## src/rtl/seq_dual_lane_fifo.sv

```systemverilog
// Two-lane byte collector feeding a shared first-word-fall-through FIFO.
// Round-robin grant when both lanes offer in the same cycle; each entry carries its lane tag.
module seq_dual_lane_fifo #(
  parameter int WIDTH = 8,
  parameter int DEPTH = 4,
  localparam int CW   = $clog2(DEPTH) + 1
) (
  input  logic             clk,
  input  logic             rst_n,
  input  logic             q_valid,
  input  logic [WIDTH-1:0] q_data,
  output logic             q_ready,
  input  logic             r_valid,
  input  logic [WIDTH-1:0] r_data,
  output logic             r_ready,
  output logic             out_valid,
  output logic [WIDTH-1:0] out_data,
  output logic             out_lane,
  input  logic             out_ready,
  output logic [CW-1:0]    count
);

  localparam int            AW       = $clog2(DEPTH);
  localparam logic [CW-1:0] FULL_CNT = CW'(DEPTH);

  logic [WIDTH-1:0] r_mem [DEPTH];
  logic [DEPTH-1:0] r_tag;
  logic [AW-1:0]    r_wr_ptr;
  logic [AW-1:0]    r_rd_ptr;
  logic [CW-1:0]    r_count;
  logic             r_prio;

  logic             w_full;
  logic             w_empty;
  logic             w_push_q;
  logic             w_push_r;
  logic             w_push;
  logic             w_pop;
  logic             w_push_lane;
  logic [WIDTH-1:0] w_push_data;

  assign w_full  = (r_count == FULL_CNT);
  assign w_empty = (r_count == '0);

  // Full blocks both lanes even when a pop lands in the same cycle.
  always_comb begin
    q_ready = 1'b0;
    r_ready = 1'b0;
    if (!w_full) begin
      if (q_valid && r_valid) begin
        q_ready = ~r_prio;
        r_ready = r_prio;
      end else begin
        q_ready = 1'b1;
        r_ready = 1'b1;
      end
    end
  end

  assign w_push_q    = q_valid && q_ready;
  assign w_push_r    = r_valid && r_ready;
  assign w_push      = w_push_q || w_push_r;
  assign w_push_lane = w_push_r;
  assign w_push_data = w_push_r ? r_data : q_data;
  assign w_pop       = !w_empty && out_ready;

  assign out_valid = !w_empty;
  assign out_data  = r_mem[r_rd_ptr];
  assign out_lane  = r_tag[r_rd_ptr];
  assign count     = r_count;

  always_ff @(posedge clk or negedge rst_n) begin
    if (!rst_n) begin
      for (int unsigned i = 0; i < DEPTH; i++) begin
        r_mem[i] <= '0;
      end
      r_tag <= '0;
    end else if (w_push) begin
      r_mem[r_wr_ptr] <= w_push_data;
      r_tag[r_wr_ptr] <= w_push_lane;
    end
  end

  always_ff @(posedge clk or negedge rst_n) begin
    if (!rst_n) begin
      r_wr_ptr <= '0;
      r_rd_ptr <= '0;
      r_prio   <= 1'b0;
    end else begin
      if (w_push) begin
        r_wr_ptr <= r_wr_ptr + AW'(1);
        r_prio   <= ~w_push_lane;
      end
      if (w_pop) begin
        r_rd_ptr <= r_rd_ptr + AW'(1);
      end
    end
  end

  always_ff @(posedge clk or negedge rst_n) begin
    if (!rst_n) begin
      r_count <= '0;
    end else begin
      case ({w_push, w_pop})
        2'b10:   r_count <= r_count + CW'(1);
        2'b01:   r_count <= r_count - CW'(1);
        default: r_count <= r_count;
      endcase
    end
  end

endmodule

```

## config.mk

```make
export PLATFORM = sky130hd
export DESIGN_NAME = seq_dual_lane_fifo
export DESIGN_NICKNAME = d
export VERILOG_FILES = /design/src/rtl/seq_dual_lane_fifo.sv
export SDC_FILE = /design/constraint.sdc
export NUM_CORES = 1
export LEC_CHECK = 0
export CAP_MARGIN = 20
export CORE_ASPECT_RATIO = 0.5
export CORE_MARGIN = 10
export CORE_UTILIZATION = 59
export CTS_BUF_LIST = sky130_fd_sc_hd__clkbuf_16
export DETAILED_ROUTE_END_ITERATION = 6
export DONT_BUFFER_PORTS = 1
export PLACE_DENSITY = 0.84
export SKIP_LAST_GASP = 1
export SLEW_MARGIN = 20
export SYNTH_ARGS = -nofsm -noshare
export SYNTH_HDL_FRONTEND = slang
export SYNTH_SLANG_ARGS = --single-unit
```

## constraint.sdc

```tcl
create_clock -name clk -period 5 [get_ports clk]
set_input_delay 1.5 -clock clk [delete_from_list [all_inputs] [get_ports clk]]
set_output_delay 1.5 -clock clk [all_outputs]
set_load 0.01 [all_outputs]
```

# Word-level counts from Yosys, hierarchy flattened
# Cells that the tools add are included.
[totals] regBits=44 in_bits=21
[classes] n_addsub=4 order_cmp=6 n_eq_ne=3 mux=17 bitwise=4 n_reduce_logical=10
[ops] cell="$bwmux W32" count=1
[ops] cell="$mux W8" count=4
[ops] cell="$bmux W8 S2" count=1
[ops] cell="$demux W8 S2" count=1
[ops] cell="$ge A3 B3 Y1 const B" count=2
[ops] cell="$logic_and A1 B1 Y1" count=6
[ops] cell="$lt A2 B3 Y1 const B" count=2
[ops] cell="$mux W1" count=6
[ops] cell="$not A2 Y3" count=2
[ops] cell="$pmux W3 S2" count=1
[ops] cell="$add A2 B1 Y2 const B" count=2
[ops] cell="$bwmux W4" count=1
[ops] cell="$add A3 B1 Y3 const B" count=1
[ops] cell="$eq A3 B3 Y1 const B" count=1
[ops] cell="$logic_not A3 Y1" count=1
[ops] cell="$lt A3 B1 Y1 const B" count=1
[ops] cell="$sub A3 B1 Y3 const B" count=1
[ops] cell="$bmux W1 S2" count=1
[ops] cell="$demux W1 S2" count=1
[ops] cell="$eq A2 B1 Y1 const B" count=1
[ops] cell="$eq A2 B2 Y1 const B" count=1
[ops] cell="$ge A2 B1 Y1 const B" count=1
[ops] cell="$not A1 Y1" count=2
[ops] cell="$reduce_bool A2 Y1" count=1
[ops] cell="2 further kinds" count=2

# Longest topological paths before layout
[depth] ltp_word=7 depth_mapped=10 depth_no_buf=9

# Worst setup path before layout
# No wires, ideal clock.
[synth_timing] path_kind="input to output" start="input port r_valid" end="output port q_ready" t_arrival_ns=2.142 setup_slack_ns=1.358 path_stages=3 cell_sequence="buf_2 buf_1 a31oi_1"
[synth_between] elab_chain_len=3
[synth_rtl] item="start, declared" line="13" source="input logic r_valid,"
[synth_rtl] item="$logic_and A1 B1 Y1" line="50" source="if (q_valid && r_valid) begin"
[synth_rtl] item="$mux W1" line="50"
[synth_rtl] item="$mux W1" line="49" source="if (!w_full) begin"
[synth_rtl] item="end, declared" line="12" source="output logic q_ready,"
# No other way between the ends.

# Final worst setup path
# Same ends and word-level chain as after synthesis.

==> parameters.txt <==
Parameter                              Value

Clock network
  Root buffer cell    sky130_fd_sc_hd__clkbuf_16
  Post-CTS sizing    0
  Number of buffers inserted during clock tree synthesis    5
  CTS sink cnt    44
  Buffer depth of the longest clock path    2
  Clock network latency to the later pin of the worst-skew pair    0.29 ns
  Clock-pin transition on the worst setup and hold timing paths    0.06 ns
  Post-CTS Setup Bufs    0
  CTS tree    done
  Hold buffers post-CTS    0
  Total number of H-tree levels    2

Worst setup path
  Worst path slowest cell    sky130_fd_sc_hd__a31oi_1
  Cells along the critical path    a31oi_1
  Largest stage delay on the critical path    0.30 ns
  Data arrival time of the critical path    1.80 ns
  Worst setup path class    primary input to primary output
  CP startpoint kind    primary input
  Worst path top cell family by delay    compound AO/OA/AOI/OAI gates
  Crit Path Max Fanout    17
  Buf+Inv Stages, Crit Path    0
  Critical path capture point type    primary output
  Required time worst endpoint    3.50 ns

GRT
  Most utilized layer in the global route result    met2
  Routing usage on met2    25.5%
  Pin count of the biggest net entering global routing    51
  Number of global-route vias before repair    1689
  Wire length of the first global-routing pass    8.91 mm
  Met1 Usage GRT    19.8%
  Initial antenna violation count    0
  Global routing usage summed across all routing layers    16.3%
  Aggregate global routing overflow    0
  Met3 layer usage reported by global route    6.11%

Finish
  Area delta synth->final    2.26%
  Commonest cells after routing, fill and taps aside    44 x sky130_fd_sc_hd__dfrtp_1, 35 x sky130_fd_sc_hd__a31oi_1, 33 x sky130_fd_sc_hd__a21oi_1, 9 x sky130_fd_sc_hd__mux4_2, 8 x sky130_fd_sc_hd__o31ai_1
  Final antenna diode count    0
  End-of-flow core utilization    61.9%
  Fraction of final layout cells sized beyond drive strength 1    10.8%
  Layout net count    221
  Most common library cell in the layout ignoring fill and taps    sky130_fd_sc_hd__dfrtp_1

Synthesis
  Summed instance area of the synthesized netlist    2330 sq um
  Average cell area after synthesis    11.2 sq um
  Number of library cell types mapped by synthesis    32
  Synthesized instance count    207
  Net count of the mapped netlist    234
  Ys Warns    0
  Sequential fraction of the synthesis area    47.3%
  Number of register bits inferred by synthesis    44

Power and ir drop
  Total design power    1790 uW
  Worst vdd rail ir drop    318 uV
  Switching part of the total    40.7%
  Clock group share of total power    17.4%
  Switching component of the power    730 uW
  Leakage component of the power    0.000940 uW
  Sequential fraction of design power    39.5%
  Total power density per cell area    753 nW/um^2
  Internal Pwr Total    1060 uW
  Share of total power in combinational logic    43.1%

Die
  Core ar.    3840 sq um
  Starting density of the core    60.6%
  Die span in y    64.4 microns
  Die width    109 microns
  DIE AREA    7010 sq um
  # rows    16
  Top-level I/O count    36

STA
  Final Worst Setup Slack    1.70 ns
  Max-slew headroom    47.6%
  Final hold slack    0.507 ns
  Number of hold-slack violations in the final timing report    0
  Setup TNS after final layout    0 ns
  Unrepaired setup endpoints after global routing    no
  Max-slew violations    0
  Worst setup skew after layout    0.00534 ns
  Fmax achieved    303 MHz
  Slew at the pin with the worst max-slew slack    0.784 ns
  Tcrit/Tclk final    66.1%
  Final period demand of the worst path    3.30 ns
  Setup-failing EPs final    0

Placed design
  Total of buffers placed on input and output ports    0
  Detailed placer's ending HPWL    3.58 mm
  Post-Place Worst Slack    1.69 ns
  Final Wtd Congestion    0.889

Routing
  Number of violations reported at the end of detailed-routing iteration 0    251
  Number of iterations in the first detailed-routing pass    5
  DR DRC count    0
  Number of nets with antenna violations after detailed routing    0
  Vias    1731
  Via density    6.98
  Average wire per standard cell    21.9 microns
  WL final    5.43 mm

Run
  Total of max-cap violations    0

Status
  Result of the run    completed

Hold path
  Hold WC Path Type    register to register
[registers in the layout, indices dropped and copies added, names as in the netlist]
register / count
count: 3
r_mem: 32
r_prio: 1
r_rd_ptr: 2
r_tag: 4
r_wr_ptr: 2
[stage by stage]
step | instance area, sq um | std cells
after CTS | 2380 | 248
after global routing | 2380 | 248
after floorplan | 2330 | 207
after global placement | 2240 | 241
final | 2380 | 248
after detailed placement | 2240 | 241
[power groups by stage]
| stage | clock, uW | sequential, uW | combinational [uW] |
|---|---|---|---|
| 3_5_place_dp | 0 | 708 | 772 |
| 5_1_grt | 331 | 732 | 844 |
| 3_3_place_gp | 0 | 695 | 740 |
| 2_1_floorplan | 0 | 633 | 736 |
| 4_1_cts | 315 | 705 | 775 |
| 6_report | 312 | 708 | 773 |
[worst reg2reg max path, delay by kind of cell, from the launching register on]
family / cells / cell delay [ns]
and+or+nand+nor: 3 / 0.46
adders and majority gates: 2 / 0.55
xor gates and xnor gates: 2 / 0.30
buffers and inverters: 3 / 0.37
DFF: 1 / 0.48
[routing by layer]
metal  share of wire (%)  vias up
met1                  40      866
met3                 7.9       14
met4                 3.0        0
li1                    -      764
met2                  49       87
met5                   0        -
[synthesized netlist by cell type]
| master | instances | area, sq um |
|---|---|---|
| sky130_fd_sc_hd__nand4_2 | 2 | 25.0 |
| sky130_fd_sc_hd__buf_2 | 8 | 40.0 |
| sky130_fd_sc_hd__fa_1 | 1 | 20.0 |
| sky130_fd_sc_hd__mux2_2 | 1 | 11.3 |
| sky130_fd_sc_hd__inv_1 | 7 | 26.3 |
| sky130_fd_sc_hd__or3_1 | 1 | 6.26 |
| sky130_fd_sc_hd__mux4_2 | 9 | 203 |
| sky130_fd_sc_hd__and2_1 | 4 | 25.0 |
| sky130_fd_sc_hd__buf_4 | 1 | 7.51 |
| sky130_fd_sc_hd__xnor2_1 | 3 | 26.3 |
| sky130_fd_sc_hd__clkbuf_1 | 1 | 3.75 |
| sky130_fd_sc_hd__nor3_1 | 1 | 5.00 |
| sky130_fd_sc_hd__buf_1 | 2 | 7.51 |
| sky130_fd_sc_hd__buf_6 | 9 | 101 |
| sky130_fd_sc_hd__nand2_1 | 5 | 18.8 |
| sky130_fd_sc_hd__a22o_1 | 4 | 35.0 |
| sky130_fd_sc_hd__a21oi_1 | 33 | 165 |
| sky130_fd_sc_hd__a31oi_1 | 35 | 219 |
| sky130_fd_sc_hd__nand2b_1 | 1 | 6.26 |
| sky130_fd_sc_hd__nand4_1 | 6 | 37.5 |
| sky130_fd_sc_hd__nor2_1 | 3 | 11.3 |
| sky130_fd_sc_hd__dfrtp_1 | 44 | 1100 |
| sky130_fd_sc_hd__or3b_4 | 1 | 11.3 |
| sky130_fd_sc_hd__nor3b_1 | 1 | 7.51 |
| sky130_fd_sc_hd__mux2i_1 | 1 | 10.0 |
| sky130_fd_sc_hd__o31ai_1 | 8 | 60.1 |
| sky130_fd_sc_hd__o21a_1 | 4 | 30.0 |
| sky130_fd_sc_hd__ha_1 | 5 | 62.6 |
| sky130_fd_sc_hd__clkinv_1 | 1 | 3.75 |
| sky130_fd_sc_hd__nor2b_1 | 1 | 6.26 |
| sky130_fd_sc_hd__xor2_1 | 3 | 26.3 |
| sky130_fd_sc_hd__o31a_1 | 1 | 8.76 |
[path summary, 6_finish.rpt]
| path | from | end | slack (ns) | depth (start not counted) |
|---|---|---|---|---|
| max in group asynchronous | rst_n | r_prio | 4.00 | 0 |
| worst min-delay path | r_tag[0] | r_tag[0] | 0.51 | 1 |
| worst max register to register | count[2] | count[2] | 2.76 | 10 |
| min in group asynchronous | rst_n | r_wr_ptr[1] | 0.90 | 0 |
| worst max-delay path | r_valid | q_ready | 1.70 | 1 |
| worst min register to register | r_tag[0] | r_tag[0] | 0.51 | 1 |
[layout make-up]
class / count / area (sq um)
Clock buffer: 5 / 125
Clock inverter: 2 / 12.5
Fill cell: 314 / 1460
Inverter: 8 / 30.0
Multi-Input combinational cell: 134 / 1040
Sequential cell: 44 / 1100
Tap cell: 54 / 67.6
Timing Repair Buffer: 1 / 7.51
[kinds of logic after synthesis]
group	count (synthesis)	share of synthesized area [%]
and+or+nand+nor	26	6.88
muxes	11	9.62
xor gates and xnor gates	6	2.26
DFF	44	47.3
adders and majority gates	6	3.55
buffers and inverters	29	8.17
AOI/OAI and AO/OA	85	22.2
Note: power is estimated with default switching activity, not from simulation.
